$ cat src/rtl/tetris_pkg.sv
// Shared types and constants for the Tetris board top.
// Holds the key channel index map and the repeat FSM state type.
package tetris;

    typedef enum logic [1:0] {
        IDLE,
        DELAY,
        REPEAT
    } key_repeat_state_e;

    localparam int KEY_START_IDX  = 0;
    localparam int KEY_ROTATE_IDX = 1;
    localparam int KEY_RIGHT_IDX  = 2;
    localparam int KEY_LEFT_IDX   = 3;
    localparam int KEY_RESET_IDX  = 4;

    function automatic int max2(input int a, input int b);
        return (a > b) ? a : b;
    endfunction

endpackage

$ cat src/rtl/key_channel.sv
// One key channel: 2-flop synchroniser, tick-sampled debounce, press/release
// pulse registers and, with KEY_COND_REPEAT_EN defined, a hold-to-repeat FSM.
module key_channel
    import tetris::*;
#(
    parameter int unsigned pos_valid_p    = 0,
    parameter int unsigned stable_cnt_p   = 3,
    parameter int unsigned repeat_delay_p = 24,
    parameter int unsigned repeat_rate_p  = 6,
    parameter bit          repeat_en_p    = 1'b0
) (
    input  logic clk_i,
    input  logic reset_n_i,
    input  logic tick_i,
    input  logic key_i,
    output logic level_o,
    output logic press_o,
    output logic release_o
);

    // Raw pin level that means "not pressed"; the synchroniser resets to it.
    localparam logic REL_LVL = (pos_valid_p != 0) ? 1'b0 : 1'b1;
    localparam int   SW      = $clog2(stable_cnt_p + 1);

    logic          sync1_q, sync1_d, sync2_q, sync2_d;
    logic [SW-1:0] stab_cnt_q, stab_cnt_d;
    logic          level_q, level_d;
    logic          press_q, press_d;
    logic          release_q, release_d;
    logic          sample, rise, fall, rpt_fire;

    assign sample = (pos_valid_p != 0) ? sync2_q : ~sync2_q;

    // Debounce: count consecutive differing samples, toggle on the last one.
    always_comb begin
        sync1_d    = key_i;
        sync2_d    = sync1_q;
        stab_cnt_d = stab_cnt_q;
        level_d    = level_q;
        rise       = 1'b0;
        fall       = 1'b0;
        if (tick_i) begin
            if (sample != level_q) begin
                if (stab_cnt_q == SW'(stable_cnt_p - 1)) begin
                    level_d    = ~level_q;
                    stab_cnt_d = '0;
                    rise       = ~level_q;
                    fall       = level_q;
                end else begin
                    stab_cnt_d = stab_cnt_q + SW'(1);
                end
            end else begin
                stab_cnt_d = '0;
            end
        end
        press_d   = rise | rpt_fire;
        release_d = fall;
    end

    // Synchroniser, debounce state and output pulse registers.
    always_ff @(posedge clk_i or negedge reset_n_i) begin
        if (!reset_n_i) begin
            sync1_q    <= REL_LVL;
            sync2_q    <= REL_LVL;
            stab_cnt_q <= '0;
            level_q    <= 1'b0;
            press_q    <= 1'b0;
            release_q  <= 1'b0;
        end else begin
            sync1_q    <= sync1_d;
            sync2_q    <= sync2_d;
            stab_cnt_q <= stab_cnt_d;
            level_q    <= level_d;
            press_q    <= press_d;
            release_q  <= release_d;
        end
    end

`ifdef KEY_COND_REPEAT_EN
    localparam int RW = $clog2(max2(repeat_delay_p, repeat_rate_p) + 1);

    key_repeat_state_e state_q, state_d;
    logic [RW-1:0]     rpt_cnt_q, rpt_cnt_d;

    // Repeat FSM: release wins over everything, a fresh press reloads the
    // delay, otherwise count down and fire when the count would hit zero.
    always_comb begin
        state_d   = state_q;
        rpt_cnt_d = rpt_cnt_q;
        rpt_fire  = 1'b0;
        if (repeat_en_p && tick_i) begin
            if (fall) begin
                state_d   = IDLE;
                rpt_cnt_d = '0;
            end else if (rise) begin
                state_d   = DELAY;
                rpt_cnt_d = RW'(repeat_delay_p);
            end else if (state_q != IDLE) begin
                if (rpt_cnt_q <= RW'(1)) begin
                    rpt_fire  = 1'b1;
                    state_d   = REPEAT;
                    rpt_cnt_d = RW'(repeat_rate_p);
                end else begin
                    rpt_cnt_d = rpt_cnt_q - RW'(1);
                end
            end
        end
    end

    // Repeat FSM state register.
    always_ff @(posedge clk_i or negedge reset_n_i) begin
        if (!reset_n_i) begin
            state_q   <= IDLE;
            rpt_cnt_q <= '0;
        end else begin
            state_q   <= state_d;
            rpt_cnt_q <= rpt_cnt_d;
        end
    end
`else
    logic unused_rpt_cfg;
    assign unused_rpt_cfg = ^{32'(repeat_delay_p), 32'(repeat_rate_p), repeat_en_p};
    assign rpt_fire       = 1'b0;
`endif

    assign level_o   = level_q;
    assign press_o   = press_q;
    assign release_o = release_q;

endmodule

$ cat src/rtl/key_conditioner.sv
// Push-button front end: shared sample-tick divider plus one key_channel per
// key. Auto-repeat on masked channels is built only with KEY_COND_REPEAT_EN.
module key_conditioner
    import tetris::*;
#(
    parameter int unsigned       width_p        = 5,
    parameter int unsigned       pos_valid_p    = 0,
    parameter int unsigned       tick_div_p     = 781250,
    parameter int unsigned       stable_cnt_p   = 3,
    parameter int unsigned       repeat_delay_p = 24,
    parameter int unsigned       repeat_rate_p  = 6,
    parameter logic [width_p-1:0] repeat_mask_p = '0
) (
    input  logic               clk_i,
    input  logic               reset_n_i,
    input  logic [width_p-1:0] keys_i,
    output logic [width_p-1:0] level_o,
    output logic [width_p-1:0] press_o,
    output logic [width_p-1:0] release_o,
    output logic               tick_o
);

    localparam int DW = $clog2(tick_div_p + 1);

    logic [DW-1:0] div_cnt_q, div_cnt_d;
    logic          tick_q, tick_d;
    logic          tick_dly_q, tick_dly_d;

    // Divider wraps at tick_div_p-1 and flags that count as the sample tick.
    always_comb begin
        tick_d     = (div_cnt_q == DW'(tick_div_p - 1));
        div_cnt_d  = tick_d ? '0 : div_cnt_q + DW'(1);
        tick_dly_d = tick_q;
    end

    // Divider and tick registers; tick_o lags tick_q to line up with pulses.
    always_ff @(posedge clk_i or negedge reset_n_i) begin
        if (!reset_n_i) begin
            div_cnt_q  <= '0;
            tick_q     <= 1'b0;
            tick_dly_q <= 1'b0;
        end else begin
            div_cnt_q  <= div_cnt_d;
            tick_q     <= tick_d;
            tick_dly_q <= tick_dly_d;
        end
    end

    assign tick_o = tick_dly_q;

    for (genvar i = 0; i < int'(width_p); i++) begin : g_ch
        key_channel #(
            .pos_valid_p   (pos_valid_p),
            .stable_cnt_p  (stable_cnt_p),
            .repeat_delay_p(repeat_delay_p),
            .repeat_rate_p (repeat_rate_p),
            .repeat_en_p   (repeat_mask_p[i])
        ) u_ch (
            .clk_i    (clk_i),
            .reset_n_i(reset_n_i),
            .tick_i   (tick_q),
            .key_i    (keys_i[i]),
            .level_o  (level_o[i]),
            .press_o  (press_o[i]),
            .release_o(release_o[i])
        );
    end

endmodule

$ cat config.mk
export PLATFORM = sky130hd
export DESIGN_NAME = key_conditioner
export DESIGN_NICKNAME = d
export VERILOG_FILES = /design/src/rtl/tetris_pkg.sv /design/src/rtl/key_channel.sv /design/src/rtl/key_conditioner.sv
export SDC_FILE = /design/constraint.sdc
export NUM_CORES = 1
export LEC_CHECK = 0
export ABC_AREA = 0
export BUFFER_PORTS_ARGS = -buffer_cell sky130_fd_sc_hd__buf_2
export CORE_MARGIN = 3
export CORE_UTILIZATION = 33
export CTS_BUF_LIST = sky130_fd_sc_hd__clkbuf_4 sky130_fd_sc_hd__clkbuf_8
export CTS_CLUSTER_DIAMETER = 30
export DETAILED_ROUTE_END_ITERATION = 8
export PLACE_DENSITY_LB_ADDON = 0.25
export SYNTH_ARGS = -nofsm -noshare
export SYNTH_HDL_FRONTEND = slang
export SYNTH_SLANG_ARGS = --single-unit
$ cat constraint.sdc
create_clock -name clk_i -period 2 [get_ports clk_i]
set_clock_uncertainty 0.15 [all_clocks]
set_input_delay 0.5 -clock clk_i [delete_from_list [all_inputs] [get_ports clk_i]]
set_output_delay 0.5 -clock clk_i [all_outputs]
set_load 0.01 [all_outputs]
==> impl_metrics.csv <==
group,metric,value,unit
status,run_status,"complete, no violations",
logic_synthesis,postSynthNetCount,225,
cells_and_area,finalCoreUtilization,39.5,%
cells_and_area,register_area,1440,um2
detailed_routing,vias,1520,
cells_and_area,antenna_cells,0,
die,fp.coreArea,7020,um2
cts,max-clock-path-buffers,2,
power_and_ir_drop,pwr-share-comb,1.8,%
cells_and_area,finish.net_count,242,
logic_synthesis,yosys_warnings,0,
timing,slew_headroom,58.7,%
power_and_ir_drop,p_leak,0.00123,uW
detailed_routing,detail_route.wirelength,3750,um
die,io-pin-count,23,
cts,cts-buffers-inserted,9,
timing,fmax,580,MHz
die,initial_core_util,35.0,%
cells_and_area,drive_above_1_share,26.5,%
grt,grt_util_met1,11.8,%
die,die_height,92.3,um
detailed_routing,tritonroute_pass_1_iters,4,
detailed_routing,wl_per_cell,11.2,um
power_and_ir_drop,ir_worst_vdd,0.000256,V
detailed_routing,post_drt_via_cell_ratio,4.55,
timing,timing_worst_slew_pin_value,0.619,ns
placement,gpl.final_weighted_congestion,0.761,
grt,vias_in_the_first_global_route,1462,
setup_path,path_max_fanout,14,
setup_path,worstRegToRegCells,5,
worst_hold_path,timing.hold.worst.class,"input pin to async pin",
setup_path,reg2reg_slack,0.28,ns
power_and_ir_drop,power_frac_clock,44.6,%
cts,numClockSinks,57,
cts,clk_latency,0.32,ns
power_and_ir_drop,power.switching,457,uW
timing,period_share,86.2,%
timing,timing_hold_violations_final,0,
grt,grt_max_degree,58,
cts,post_cts_resized,0,
cts,cts_post_setup_buffers_inserted,0,
grt,grt_use_met3,3.20,%
grt,grt_pass1_wl,6640,um
die,die_area,8510,um2
placement,dpl.hpwl,2510,um
setup_path,criticalPathCategory,"register to register",
power_and_ir_drop,register_share_of_total_power,53.6,%
logic_synthesis,syn-mean-instance-area,11.4,um2
setup_path,timing.critical_path.from_type,"register",
timing,fin_crit,1.72,ns
cells_and_area,fillers,700,
setup_path,timing.rr.start,"div_cnt_q[4]",
cells_and_area,area_growth,12.9,%
cts,clk_root_buffer_cell,"clkbuf_8",
grt,track_usage,10.1,%
logic_synthesis,fraction_of_the_yosys_area_taken_by_sequential_cells,58.6,%
setup_path,worst-path-buf-inv,1,
logic_synthesis,synth-seq-cells,57,
power_and_ir_drop,power_density,793,nW/um2
setup_path,cp_data_required_time,2.06,ns
job,max_cap_violation_count,0,
setup_path,reg2reg_to,"div_cnt_q[19]",
setup_path,cpMostUsedCell,"nor4_1",
grt,global_route.peak_usage_layer,"met2",
timing,rsz0062_at_grt,"false",
power_and_ir_drop,power.switching_fraction,20.8,%
logic_synthesis,post_synth_instance_area,2450,um2
die,fp.dieW,92.3,um
timing,setup_viol_count_final,0,
detailed_routing,dr.first_iter.drc_count,41,
setup_path,max_stage_delay,0.44,ns
setup_path,critical-path-top-delay-family,"simple AND/OR/NAND/NOR gates",
cts,cts-htree-levels,3,
timing,timing.final.max_slew_violations,0,
setup_path,critical_path.endpoint_type,"register",
cts,cts.reportedPaths.clkPinSlew,0.07,ns
die,num_rows,30,
timing,final.setup.tns,0,ns
setup_path,critPathSlowestCell,"dfrtp_1",
placement,port-buffer-count,22,
grt,grt_overflow,0,
setup_path,arrival,1.78,ns
cts,holdBufCountCts,0,
power_and_ir_drop,internal-power,1740,uW
logic_synthesis,netlist_instances,216,
cells_and_area,area_taken_by_multi_input_logic_gates,851,um2
grt,grt_util_met2,15.6,%
grt,initial_antenna_violation_count,0,
logic_synthesis,netlist-cell-type-count,31,
cts,tritoncts_clock_tree,"yes",
detailed_routing,ant_nets,0,
setup_path,worst_path_cell_chain,"nor4_1 > nand2_1 > nor4_4 > buf_4 > nor4_1",
detailed_routing,drc,0,
-- registers in the layout, indices dropped and copies added (netlist names) --
name / count
g_ch.u_ch.press_o: 5
div_cnt_q: 20
tick_dly_d: 1
g_ch.u_ch.stab_cnt_q: 10
g_ch.u_ch.release_o: 5
g_ch.u_ch.sync2_q: 5
g_ch.u_ch.level_o: 5
g_ch.u_ch.sync1_q: 5
tick_o: 1
-- final cells by class --
type,count,area share (%)
clock buffers,14,6.28
clock inverters,2,0.451
inverters,8,1.08
multi-input cells,132,30.7
flip-flops and latches,57,51.9
well taps,96,4.33
repair buffers,25,5.24
-- cell usage after synthesis --
master / instances / area, um2
nor4_4: 2 / 42.5
or2_2: 2 / 12.5
a21oi_1: 4 / 20.0
buf_4: 15 / 113
nand3_4: 1 / 17.5
o21ai_0: 8 / 40.0
nand4_2: 1 / 12.5
nand2_1: 17 / 63.8
clkbuf_1: 3 / 11.3
nand3b_1: 2 / 15.0
and3_1: 1 / 6.26
dfrtp_1: 47 / 1180
nor2_1: 27 / 101
xor2_1: 2 / 17.5
xnor2_1: 17 / 149
nor3_1: 7 / 35.0
buf_6: 1 / 11.3
nand3_1: 13 / 65.1
nor2b_1: 2 / 12.5
nand4_4: 2 / 42.5
mux2i_1: 4 / 40.0
nor3_2: 1 / 10.0
nand4b_1: 1 / 8.76
nor4_1: 6 / 37.5
and4_2: 1 / 10.0
nand4_1: 5 / 31.3
mux2_2: 2 / 22.5
ha_1: 2 / 25.0
inv_1: 8 / 30.0
dfstp_2: 10 / 263
o22ai_1: 2 / 12.5
-- metrics by stage --
| stage | total power [uW] | hold WS, ns | area (um2) | setup slack (ns) | cells |
|---|---|---|---|---|---|
| after global routing | 2300 | 0.0367 | 2770 | 0.144 | 334 |
| after global placement | 1240 | 0.196 | 2580 | 0.272 | 318 |
| after detailed placement | 1240 | 0.197 | 2580 | 0.277 | 318 |
| after CTS | 2240 | 0.0135 | 2770 | 0.281 | 334 |
| after floorplan | 1200 | 0.0544 | 2450 | 0.361 | 216 |
| final | 2200 | 0.0149 | 2770 | 0.275 | 334 |
-- how the worst max path moves through the flow --
stage | start | end | slack, ns | cells after the start
global placement | div_cnt_q[4] | div_cnt_q[19] | 0.27 | 5
finish | div_cnt_q[4] | div_cnt_q[19] | 0.28 | 5
global route | div_cnt_q[4] | div_cnt_q[13] | 0.14 | 5
floorplan | div_cnt_q[4] | div_cnt_q[15] | 0.36 | 5
detailed placement | div_cnt_q[4] | div_cnt_q[19] | 0.28 | 5
CTS | div_cnt_q[4] | div_cnt_q[19] | 0.28 | 5
-- logic make-up after synthesis --
group           Yosys count  synth area share, %
buf+inv                  27                 6.73
fa+ha+maj                 2                 1.02
simple gates             91                 21.4
xor+xnor                 19                 6.78
flops                    57                 58.6
compound gates           14                 2.96
mux                       6                 2.55
-- layout by cell type (no fill, tap or decap), drive strengths merged, types with 2 or more instances in the layout --
cell type	netlist	final
ha	2	2
buf	16	25
a21oi	4	4
dfrtp	47	47
nand2	17	17
or2	2	2
clkbuf	3	14
nand3	14	14
o22ai	2	2
mux2i	4	4
mux2	2	2
inv	8	8
dfstp	10	10
nor4	8	8
nor2b	2	2
nand3b	2	2
nand4	8	8
xor2	2	2
nor3	8	8
nor2	27	27
xnor2	17	17
o21ai	8	8
-- power groups by stage --
stage	Clock, uW	Combinational, uW	Sequential, uW
final	981	39.4	1180
after global routing	1070	46.9	1180
after CTS	1020	41.9	1180
after detailed placement	0	41.8	1200
after global placement	0	41.8	1200
after floorplan	0	7.53	1200
-- layer usage --
metal,wire length [um],share of wire (%),vias up
met3,149,4.0,10
met5,0,0,-
li1,-,-,754
met4,95,2.5,0
met2,1730,46,26
met1,1780,47,730
Power figures use the tool's default switching activity.
